--- config.mk ---
export PLATFORM = sky130hd
export DESIGN_NAME = alu_issue_scheduler
export DESIGN_NICKNAME = d
export VERILOG_FILES = /design/src/rtl/alu_issue_scheduler.sv
export SDC_FILE = /design/constraint.sdc
export NUM_CORES = 1
export LEC_CHECK = 0
export BUFFER_PORTS_ARGS = -buffer_cell sky130_fd_sc_hd__buf_2
export CORE_MARGIN = 4
export CORE_UTILIZATION = 47
export CTS_CLUSTER_DIAMETER = 40
export DETAILED_ROUTE_END_ITERATION = 12
export PLACE_DENSITY = 0.81
export SLEW_MARGIN = 20
export SYNTH_ARGS = -nofsm -noshare
export SYNTH_HDL_FRONTEND = slang
export SYNTH_SLANG_ARGS = --single-unit
--- constraint.sdc ---
create_clock -name clk -period 9.2 [get_ports clk]
set_input_delay 2.3 -clock clk [delete_from_list [all_inputs] [get_ports clk]]
set_output_delay 2.3 -clock clk [all_outputs]
set_load 0.1 [all_outputs]
--- src/rtl/alu_issue_scheduler.sv ---
// Shares one static-latency ALU between two valid/ready requesters, round-robin.
// Latency: rsp_valid L(op)+1 cycles after accept (L = ADDER_STAGES or MULT_STAGES).
// Backpressure: reqN_ready drops when the op's writeback slot is taken or the other side wins.
module alu_issue_scheduler #(
    parameter int ADDER_STAGES = 2,
    parameter int MULT_STAGES  = 3,
    parameter int TAG_W        = 4
) (
    input  logic             clk,
    input  logic             reset,
    input  logic             req0_valid,
    output logic             req0_ready,
    input  logic [1:0]       req0_op,
    input  logic [31:0]      req0_a,
    input  logic [31:0]      req0_b,
    input  logic [TAG_W-1:0] req0_tag,
    input  logic             req1_valid,
    output logic             req1_ready,
    input  logic [1:0]       req1_op,
    input  logic [31:0]      req1_a,
    input  logic [31:0]      req1_b,
    input  logic [TAG_W-1:0] req1_tag,
    output logic [31:0]      alu_operand_a,
    output logic [31:0]      alu_operand_b,
    output logic [1:0]       alu_operation,
    input  logic [31:0]      alu_result,
    input  logic             alu_exception,
    input  logic             alu_overflow,
    input  logic             alu_underflow,
    output logic             rsp_valid,
    output logic             rsp_id,
    output logic [TAG_W-1:0] rsp_tag,
    output logic [31:0]      rsp_result,
    output logic [2:0]       rsp_flags,
    output logic             busy
);
    localparam int MAX_LAT = ((ADDER_STAGES > MULT_STAGES) ? ADDER_STAGES : MULT_STAGES) + 1;
    localparam int LW = $clog2(MAX_LAT);
    localparam logic [LW-1:0] ADD_LAT = LW'(ADDER_STAGES);
    localparam logic [LW-1:0] MUL_LAT = LW'(MULT_STAGES);
    localparam logic [1:0] OP_MUL = 2'd2;
    localparam logic [1:0] OP_ILL = 2'd3;

    typedef struct packed {
        logic             id;
        logic [TAG_W-1:0] tag;
        logic             ill;
    } slot_t;

    logic [MAX_LAT-1:0] res, res_shift, res_next;
    slot_t              tag_pipe [MAX_LAT];
    logic               rr_ptr;
    logic [LW-1:0]      lat0, lat1, g_lat;
    logic               elig0, elig1, grant0, grant1, grant;
    logic [1:0]         g_op;
    logic [31:0]        g_a, g_b;
    slot_t              g_slot;

    // Eligibility looks at the reservation vector as it will be after this edge's shift.
    always_comb begin
        res_shift  = res >> 1;
        lat0       = (req0_op == OP_MUL) ? MUL_LAT : ADD_LAT;
        lat1       = (req1_op == OP_MUL) ? MUL_LAT : ADD_LAT;
        elig0      = req0_valid && !res_shift[lat0];
        elig1      = req1_valid && !res_shift[lat1];
        grant0     = elig0 && (!elig1 || !rr_ptr);
        grant1     = elig1 && (!elig0 || rr_ptr);
        grant      = grant0 || grant1;
        g_op       = grant1 ? req1_op : req0_op;
        g_a        = grant1 ? req1_a  : req0_a;
        g_b        = grant1 ? req1_b  : req0_b;
        g_lat      = grant1 ? lat1    : lat0;
        g_slot.id  = grant1;
        g_slot.tag = grant1 ? req1_tag : req0_tag;
        g_slot.ill = (g_op == OP_ILL);
        res_next   = res_shift;
        if (grant) begin
            res_next[g_lat] = 1'b1;
        end
    end

    assign req0_ready = grant0;
    assign req1_ready = grant1;
    assign busy       = |res;

    always_ff @(posedge clk or posedge reset) begin
        if (reset) begin
            res           <= '0;
            rr_ptr        <= 1'b0;
            alu_operand_a <= '0;
            alu_operand_b <= '0;
            alu_operation <= '0;
            rsp_valid     <= 1'b0;
            rsp_id        <= 1'b0;
            rsp_tag       <= '0;
            rsp_result    <= '0;
            rsp_flags     <= '0;
            for (int i = 0; i < MAX_LAT; i++) begin
                tag_pipe[i] <= '0;
            end
        end else begin
            res <= res_next;
            for (int i = 0; i < MAX_LAT - 1; i++) begin
                tag_pipe[i] <= tag_pipe[i+1];
            end
            tag_pipe[MAX_LAT-1] <= '0;
            if (grant) begin
                tag_pipe[g_lat] <= g_slot;
                rr_ptr          <= grant0;
                // Illegal ops occupy a slot but leave the ALU inputs untouched.
                if (g_op != OP_ILL) begin
                    alu_operand_a <= g_a;
                    alu_operand_b <= g_b;
                    alu_operation <= g_op;
                end
            end
            rsp_valid <= res[0];
            if (res[0]) begin
                rsp_id     <= tag_pipe[0].id;
                rsp_tag    <= tag_pipe[0].tag;
                rsp_result <= tag_pipe[0].ill ? 32'd0 : alu_result;
                rsp_flags  <= tag_pipe[0].ill ? 3'b100
                                              : {alu_exception, alu_overflow, alu_underflow};
            end
        end
    end
endmodule

==> results by group <==
Clock network
  • TritonCTS buffer count: 17
  • Source-to-sink clock delay at the later pin of the worst-skew pair: 0.40 ns
  • Number of buffers between clock root and the deepest sink: 2
  • Setup repair bufs after CTS: 0
  • CTS clock-pin slew for the worst setup and hold paths: 0.05 ns
  • Clock sinks: 136
  • Clock tree from TritonCTS: built
  • Htree depth: 4
  • Clock root cell: clkbuf_16
  • Number of buffers inserted by hold repair at cts: 0
  • Count of instances resized after the clock tree is built: 0

Placement
  • Port Buf Inserts: 288
  • Post-DP HPWL: 11.4 mm
  • Routability-driven placement congestion ratio: 0.842

Logic synthesis
  • Synthesized netlist net count: 633
  • Post-synth cell types: 26
  • Fraction of post-synthesis cell area in the top cell type by area: 0.588
  • Post-synthesis register bit count: 136
  • Top post-synthesis cells by count: dfrtp_1 (136), mux2_2 (128), inv_1 (43), nand2_1 (37), o21ai_0 (34)
  • Post-synth EDFFs: 0
  • Library cell with the highest instance count after synthesis: dfrtp_1
  • Post-Synthesis Mean Instance Area: 12.7 um^2
  • Post-Synthesis Cell Area: 5790 um^2
  • Post-synthesis async set-or-reset flop share: 1.00
  • Most area-consuming cells after synthesis: dfrtp_1 (59%), mux2_2 (25%), o21ai_0 (2.9%)
  • Gate count of the mapped netlist: 454
  • Leading area contributor after synthesis: dfrtp_1
  • Number of warnings printed during yosys synthesis: 0
  • Top flip-flop cell by instance count after synthesis: dfrtp_1
  • Post-synthesis sequential area ratio: 0.588

Min path
  • Endpoint of the worst hold-timing path: tag_pipe[22]$_DFF_PP0_
  • Origin of the worst min-delay path: tag_pipe[16]$_DFF_PP0_
  • Type of the worst min-delay path: flip-flop to flip-flop
  • Cell depth of the worst min-delay path: 0

Critical path
  • Number of buffers and inverters on the critical path: 3
  • Worst EP required: 6.90 ns
  • Startpoint-to-endpoint class of the critical path: input pin to output port
  • Worst flop-to-flop path endpoint: alu_operand_a[15]$_DFFE_PP0P_
  • Path depth of the worst reg2reg path: 7
  • Slack of the worst reg-to-reg path: 5.84 ns
  • Cell type group with the largest total delay on the critical path: buffers and inverters
  • Arrival time at the worst endpoint: 3.63 ns
  • Highest cell delay on the worst timing path: 0.42 ns
  • Largest fanout of any net on the critical path: 4
  • Critical Path Start Type: input pin
  • Max stage delay cell, worst path: buf_2
  • Crit-path cells: buf_2, nor2b_1, o21ai_1, or2_2, inv_1, buf_2
  • Start of the worst register-to-register path: res[3]$_DFF_PP0_
  • Crit path capture type: output port
  • Most common cell type on the critical path: buf_2

Route
  • Final WL: 15.2 mm
  • Post-route DRC: 0
  • Per-cell routed wire length: 16.8 um
  • Antenna Nets Post-Route: 0
  • Via/cell ratio: 4.92
  • Vias: 4,437
  • Detailed-routing iteration count for the pre-antenna-repair pass: 6
  • Drt first-iter violations: 199

Layout
  • Fraction of layout instances using a drive strength above 1: 0.597
  • Final core utilization: 0.655
  • Synth-to-Final Area Change: 35.9%
  • Layout Nets: 921

Global route
  • Total global-route track usage: 0.219
  • Maximum number of pins on one net before global-route repair: 84
  • Wire length of the first global-routing pass: 24.4 mm
  • Remaining Overflow, GRT: 0
  • Number of global-route vias before repair: 4,937
  • Antenna violations before repair: 3

STA
  • Setup TNS: 0 ns
  • Final hold violations: 0
  • Setup-violating endpoint count in the final report: 0
  • Worst Max-Slew Pin Slew: 0.935 ns
  • Max Slew Vio Count: 0
  • Relative slew slack: 0.377
  • Post-layout min period: 5.93 ns
  • Unrepaired setup endpoints after global routing: no
  • Clk_skew: 0.00506 ns
  • Upper clock frequency limit: 169 MHz
  • Share of the cycle needed by the critical path after routing: 0.645

Pwr
  • Leak pwr: 3.99 nW
  • Maximum vdd ir drop: 0.000223 V
  • Post-layout total power: 2.72 mW
  • Ratio of total power to cell area: 346 nW/um^2

Run
  • Max cap viols: 0

Die
  • Initial Util: 0.482
  • Placeable core area: 12,000 um^2
  • Number of core rows: 40
  • IO Pins: 289
  • Die ar.: 14,200 um^2
  • Die outline height: 119 um
  • Die outline width: 119 um

Outcome
  • Status: complete, no violations
-- through the flow --
stage / hold WS, ns / instance area, um^2 / setup WS, ns / std cells
2_1_floorplan: 0.331 / 5790 / 3.26 / 454
3_3_place_gp: 0.334 / 7330 / 3.36 / 870
3_5_place_dp: 0.335 / 7330 / 3.30 / 870
4_1_cts: 0.347 / 7850 / 3.29 / 898
5_1_grt: 0.349 / 7860 / 3.21 / 901
6_report: 0.344 / 7860 / 3.27 / 901
-- sequential cells by signal, summed over array words and instances, names as in the netlist --
| name | count |
|---|---|
| rsp_result | 32 |
| rsp_tag | 4 |
| tag_pipe | 24 |
| alu_operation | 2 |
| rr_ptr | 1 |
| rsp_flags | 3 |
| rsp_id | 1 |
| alu_operand_a | 32 |
| rsp_valid | 1 |
| res | 4 |
| alu_operand_b | 32 |
-- kinds of logic (layout without fill, tap and decap cells) --
logic type,count (synthesis),count (layout),share of synthesized area
mux,137,137,0.266
other cells,1,4,0.000648
simple gates,61,61,0.0439
compound gates,54,54,0.0541
buf+inv,65,362,0.0476
flops,136,136,0.588
-- how the worst max path moves through the flow --
stage,from,end,slack [ns],cells past startpoint
detailed placement,req0_op[1],req0_ready,3.30,6
finish,req0_op[1],req0_ready,3.27,6
global route,req0_op[1],req0_ready,3.21,6
CTS,req0_op[1],req0_ready,3.29,6
global placement,req0_op[1],req0_ready,3.36,6
floorplan,reset,alu_operand_a[0]$_DFFE_PP0P_,3.26,1
-- placed cells by master (no fill, tap or decap), types with 2 or more instances in the layout --
| master | n |
|---|---|
| o211ai_1 | 2 |
| nand3_1 | 3 |
| clkinv_2 | 4 |
| nand2_1 | 37 |
| clkbuf_1 | 4 |
| dfrtp_1 | 135 |
| inv_1 | 42 |
| o22ai_1 | 3 |
| mux2_1 | 5 |
| buf_4 | 2 |
| nand2b_1 | 3 |
| diode_2 | 3 |
| buf_2 | 288 |
| a21oi_1 | 9 |
| nor2_1 | 13 |
| o21ai_0 | 34 |
| nor2b_1 | 2 |
| mux2i_1 | 4 |
| clkbuf_8 | 2 |
| clkbuf_16 | 17 |
| mux2_2 | 128 |
-- layout make-up --
cell class	count	area [um^2]
antenna	3	7.51
clock buffer	23	468
clock inverter	5	50.0
fill	939	4150
inverter	43	166
multi-input combinational	253	2120
sequential	136	3400
tap	147	184
timing repair buffer	291	1470
-- report_power, final --
group | total [mW] | leakage (nW) | switching (mW) | internal, mW
combinational | 1.30 | 2.07 | 1.07 | 0.237
clock | 0.608 | 0.258 | 0.230 | 0.378
sequential | 0.810 | 1.65 | 0.0744 | 0.735
total | 2.72 | 3.99 | 1.37 | 1.35
-- per-layer routing --
metal	up-vias	part of all wire	global-route usage
met1	2112	0.37	0.240
met2	195	0.51	0.377
li1	2105	-	-
met5	-	0	0
met3	25	0.094	0.0893
met4	0	0.023	0.0912
(Power assumes the default switching activity.)
